--- src/rtl/search_pkg.sv ---
// Shared definitions for the linear-search key table and its control unit.
package search_pkg;
  typedef enum logic [1:0] {
    IDLE  = 2'd0,
    CLEAR = 2'd1,
    LOAD  = 2'd2,
    DONE  = 2'd3
  } search_state_e;

  localparam int DATA_W_DEF = 4;
  localparam int DEPTH_DEF  = 5;
  localparam int ADDR_W_DEF = 3;
endpackage

--- src/rtl/search_table_ram.sv ---
// Key table storage: one write port, registered read address, storage not reset.
module search_table_ram #(
  parameter int DATA_W = 4,
  parameter int DEPTH  = 5,
  parameter int ADDR_W = 3
) (
  input  logic              clk,
  input  logic              reset,
  input  logic              we,
  input  logic [ADDR_W-1:0] waddr,
  input  logic [DATA_W-1:0] wdata,
  input  logic [ADDR_W-1:0] rd_addr,
  output logic [DATA_W-1:0] rd_data
);
  localparam logic [ADDR_W:0] DEPTH_W = (ADDR_W+1)'(DEPTH);

  logic [DATA_W-1:0] mem [DEPTH];
  logic [ADDR_W-1:0] rd_addr_reg;

  always_ff @(posedge clk) begin
    if (we) mem[waddr] <= wdata;
  end

  always_ff @(posedge clk or negedge reset) begin
    if (!reset) rd_addr_reg <= '0;
    else        rd_addr_reg <= rd_addr;
  end

  // Addresses past the last entry read as zero rather than aliasing.
  assign rd_data = ({1'b0, rd_addr_reg} < DEPTH_W) ? mem[rd_addr_reg] : '0;
endmodule

--- src/rtl/search_table_loader.sv ---
// Write side of the search key table: clears the table, then loads a burst of words.
module search_table_loader
  import search_pkg::*;
#(
  parameter int DATA_W = DATA_W_DEF,
  parameter int DEPTH  = DEPTH_DEF,
  parameter int ADDR_W = ADDR_W_DEF
) (
  input  logic              clk,
  input  logic              reset,
  input  logic              load_start,
  input  logic [DATA_W-1:0] in_data,
  input  logic              in_valid,
  input  logic              in_last,
  output logic              in_ready,
  output logic              busy,
  output logic              table_valid,
  output logic [ADDR_W:0]   count,
  output logic              overflow,
  input  logic [ADDR_W-1:0] rd_addr,
  output logic [DATA_W-1:0] rd_data
);
  localparam logic [ADDR_W:0]   FULL      = (ADDR_W+1)'(DEPTH);
  localparam logic [ADDR_W-1:0] LAST_ADDR = ADDR_W'(DEPTH-1);

  search_state_e     state_reg, state_next;
  logic [ADDR_W-1:0] clr_ptr_reg, clr_ptr_next;
  logic [ADDR_W-1:0] wr_ptr_reg, wr_ptr_next;
  logic [ADDR_W:0]   count_reg, count_next;
  logic              overflow_reg, overflow_next;
  logic              table_valid_reg, table_valid_next;
  logic              in_ready_reg, in_ready_next;
  logic              last_seen_reg, last_seen_next;
  logic              we;
  logic [ADDR_W-1:0] waddr;
  logic [DATA_W-1:0] wdata;

  always_ff @(posedge clk or negedge reset) begin
    if (!reset) begin
      state_reg       <= IDLE;
      clr_ptr_reg     <= '0;
      wr_ptr_reg      <= '0;
      count_reg       <= '0;
      overflow_reg    <= 1'b0;
      table_valid_reg <= 1'b0;
      in_ready_reg    <= 1'b0;
      last_seen_reg   <= 1'b0;
    end else begin
      state_reg       <= state_next;
      clr_ptr_reg     <= clr_ptr_next;
      wr_ptr_reg      <= wr_ptr_next;
      count_reg       <= count_next;
      overflow_reg    <= overflow_next;
      table_valid_reg <= table_valid_next;
      in_ready_reg    <= in_ready_next;
      last_seen_reg   <= last_seen_next;
    end
  end

  always_comb begin
    state_next     = state_reg;
    clr_ptr_next   = clr_ptr_reg;
    wr_ptr_next    = wr_ptr_reg;
    count_next     = count_reg;
    overflow_next  = overflow_reg;
    last_seen_next = last_seen_reg;
    we             = 1'b0;
    waddr          = clr_ptr_reg;
    wdata          = '0;

    // A restart from any state wins over everything else, including a handshake.
    if (load_start) begin
      state_next     = CLEAR;
      clr_ptr_next   = '0;
      wr_ptr_next    = '0;
      count_next     = '0;
      overflow_next  = 1'b0;
      last_seen_next = 1'b0;
    end else begin
      case (state_reg)
        CLEAR: begin
          we = 1'b1;
          if (clr_ptr_reg == LAST_ADDR) begin
            state_next  = LOAD;
            wr_ptr_next = '0;
          end else begin
            clr_ptr_next = clr_ptr_reg + 1'b1;
          end
        end
        LOAD: begin
          if (in_valid && in_ready_reg) begin
            we         = 1'b1;
            waddr      = wr_ptr_reg;
            wdata      = in_data;
            count_next = count_reg + 1'b1;
            if (wr_ptr_reg != LAST_ADDR) wr_ptr_next = wr_ptr_reg + 1'b1;
            if (in_last || (count_reg == FULL - 1'b1)) begin
              state_next     = DONE;
              last_seen_next = in_last;
            end
          end
        end
        DONE: begin
          // Only a table filled without in_last treats further words as overflow.
          if (in_valid && !last_seen_reg) overflow_next = 1'b1;
        end
        default: ;
      endcase
    end

    table_valid_next = (state_next == DONE);
    in_ready_next    = (state_reg == LOAD) && (state_next == LOAD) && (count_next < FULL);
  end

  search_table_ram #(
    .DATA_W (DATA_W),
    .DEPTH  (DEPTH),
    .ADDR_W (ADDR_W)
  ) u_ram (
    .clk     (clk),
    .reset   (reset),
    .we      (we),
    .waddr   (waddr),
    .wdata   (wdata),
    .rd_addr (rd_addr),
    .rd_data (rd_data)
  );

  assign in_ready    = in_ready_reg;
  assign busy        = (state_reg == CLEAR) || (state_reg == LOAD);
  assign table_valid = table_valid_reg;
  assign count       = count_reg;
  assign overflow    = overflow_reg;
endmodule

--- config.mk ---
export PLATFORM = sky130hd
export DESIGN_NAME = search_table_loader
export DESIGN_NICKNAME = d
export VERILOG_FILES = /design/src/rtl/search_pkg.sv /design/src/rtl/search_table_ram.sv /design/src/rtl/search_table_loader.sv
export SDC_FILE = /design/constraint.sdc
export NUM_CORES = 1
export LEC_CHECK = 0
export CAP_MARGIN = 20
export CORE_MARGIN = 4
export CORE_UTILIZATION = 59
export DETAILED_ROUTE_END_ITERATION = 12
export PLACE_DENSITY = 0.92
export SLEW_MARGIN = 20
export SYNTH_ARGS = -nofsm -noshare
export SYNTH_HDL_FRONTEND = slang
export SYNTH_SLANG_ARGS = --single-unit
--- constraint.sdc ---
create_clock -name clk -period 6.25 [get_ports clk]
set_clock_uncertainty 0.2 [all_clocks]
set_input_delay 1.5625 -clock clk [delete_from_list [all_inputs] [get_ports clk]]
set_output_delay 1.5625 -clock clk [all_outputs]
set_load 0.01 [all_outputs]
==> results.yml <==
cells_and_area:
  fin_util: 0.736
  layout_commonest_cell: "clkdlybuf4s50_1"
  diodes: 0
  largest_reg_flops: 20
  area_growth_pct: 17.5
  regArea_um2: 1080
  nNetsFinal: 209
  final_layout_size_suffix_gt1_frac: 0.117
  final.fill_count: 217
  final_cell_mix: "23 x clkdlybuf4s50_1, 20 x edfxtp_1, 19 x dfrtp_1, 16 x inv_1, 14 x nor2_1"
  multi_input_area_um2: 778
floorplanning:
  row_count: 20
  die_area_um2: 4280
  die_w_um: 65.4
  core_area_um2: 3100
  dieHeight_um: 65.4
  start_util: 0.627
  pin_count: 24
setup_path:
  end_kind: "primary output"
  r2r-start: "state_reg[0]"
  worstSetupStartpointType: "flip-flop"
  crit_fanout: 5
  crit_slowest_cell: "mux4_2"
  r2r_setup_slack_ns: 3.80
  r2r_cells: 6
  arrival_ns: 2.01
  cpPeakStageDelay_ns: 0.55
  crit_start: "u_ram.rd_addr_reg[0]"
  crit_chain: "mux4_2 > inv_1 > o21ai_0 > clkdlybuf4s50_1"
  reg2reg_to: "u_ram.mem[4][3]"
  crit_required_ns: 4.49
  crit_type: "reg -> out"
route:
  drtPass1Iterations: 4
  postRouteAntennaNets: 0
  wire_per_inst_um: 16.2
  wirelength_mm: 3.76
  drc_errors: 0
  vias: 1314
  viasPerCell: 5.66
  drt-initial-drc-count: 55
sta:
  rsz0062_at_grt: "no"
  finalSetupViolations: 0
  finalSetupTns_ns: 0
  tightest_slew_ns: 0.853
  timing.final.crit_share: 0.603
  drv_slew: 0
  hold_ws_ns: 0.350
  hold_violations: 0
  period_needed_ns: 3.77
  relSlewSlack: 0.430
  fmax_ghz: 0.265
clocking:
  cts_setup_buffers: 0
  clk_root_buffer_cell: "clkbuf_4"
  clkTransAtPathRegs_ns: 0.12
  h-tree-depth: 2
  tritoncts: "built"
  insertion_delay_ns: 0.35
  numCtsBuffers: 5
  cts_sinks: 39
  clockBufferDepth: 2
  cts.repair.resized: 0
  holdBufCountCts: 0
logic_synthesis:
  synth_fa_ha_area_frac: 0.0644
  avgSynthCellArea_um2: 12.0
  synth_fp_nets: 184
  synth_top_family_by_area: "simple AND/OR/NAND/NOR gates"
  async_reset_ff_frac: 0.487
  yosys_register_bits: 39
  syn_area_um2: 1940
  synthFlopType: "edfxtp_1"
  synth-seq-area-share: 0.553
  ys_types: 45
  synthCells: 162
  yosys.area_share.xor_xnor: 0.0180
  synth_compound_area_frac: 0.102
  synth.area.mux_share: 0.0515
  synth-simple-area-share: 0.164
  synth_edf_count: 20
  yosysWarnings: 0
worst_hold_path:
  min_from: "last_seen_reg"
  holdPathEnd: "last_seen_reg"
  hold_path_class: "reg -> reg"
  worstHoldPathCells: 1
grt:
  grt_pass1_wl_mm: 6.38
  antenna_found_initial: 0
  gr-total-overflow: 0
  grt_usage: 0.201
  grt_pass1_vias: 1374
  grt_max_degree: 20
pwr:
  leakage_nw: 0.907
  peakVddDrop_mv: 0.205
  finalPower_w: 0.000640
  power_density_nw_per_um2: 280
placement:
  gp_congestion: 0.866
  portBuffers: 23
  hpwl_mm: 2.79
status:
  status: "completed"
flow_run:
  drv_cap: 0
per-stage QoR:
stage	area, µm²	instances	setup slack (ns)
finish	2280	232	2.48
global route	2280	232	2.26
CTS	2280	232	2.44
detailed placement	2200	224	2.14
global placement	2200	224	2.26
floorplan	1940	162	3.10
routing by layer:
| metal | global-route usage | wire (µm) | up-vias |
|---|---|---|---|
| li1 | - | - | 636 |
| met1 | 0.244 | 1550 | 632 |
| met2 | 0.341 | 1970 | 36 |
| met3 | 0.0479 | 136 | 10 |
| met4 | 0.0855 | 93 | 0 |
| met5 | 0 | 0 | - |
cell families (layout without fill, tap and decap cells):
group,Yosys count,count (layout)
AOI/OAI and AO/OA,27,27
xor gates and xnor gates,4,4
adders and majority gates,10,10
buffers and inverters,22,48
DFF,39,39
muxes,5,5
and+or+nand+nor,55,55
cell usage after synthesis, types with 2 or more instances:
cell | number | area [µm²]
dfrtp_1 | 19 | 475
a31oi_1 | 3 | 18.8
nor2b_1 | 2 | 12.5
nand3_1 | 11 | 55.1
nor2_1 | 14 | 52.6
xor2_1 | 2 | 17.5
buf_2 | 2 | 10.0
edfxtp_1 | 20 | 601
ha_1 | 10 | 125
o21ai_0 | 5 | 25.0
nand2_1 | 3 | 11.3
nand4_1 | 4 | 25.0
mux4_2 | 4 | 90.1
inv_1 | 16 | 60.1
a21oi_1 | 6 | 30.0
xnor2_1 | 2 | 17.5
and2_1 | 5 | 31.3
o21ai_1 | 3 | 15.0
nor3_1 | 5 | 25.0
critical path: cells and delay by family, from the launching register on:
kind                   cells  cell delay (ns)
DFF                        1             0.52
muxes                      1             0.55
buffers and inverters      2             0.54
AOI/OAI and AO/OA          1             0.06
where the power goes:
group	internal, W	switching [W]	leakage [nW]
Sequential	0.000303	0.0000202	0.451
Combinational	0.0000672	0.0000816	0.412
Clock	0.0000842	0.0000835	0.0452
Total	0.000455	0.000185	0.907
worst max path at each step:
stage	to	slack, ns
2_1_floorplan	u_ram.mem[4][0]	3.10
3_3_place_gp	u_ram.mem[4][0]	2.26
3_5_place_dp	u_ram.mem[4][0]	2.14
4_1_cts	rd_data[0]	2.44
5_1_grt	u_ram.mem[4][3]	2.26
6_report	rd_data[3]	2.48
cell type report:
class,count,area share
clock buffers,5,0.0164
clock inverters,3,0.0192
inverters,17,0.0279
multi-input cells,101,0.341
flip-flops and latches,39,0.471
well taps,44,0.0241
repair buffers,23,0.101
(Power assumes the default switching activity.)
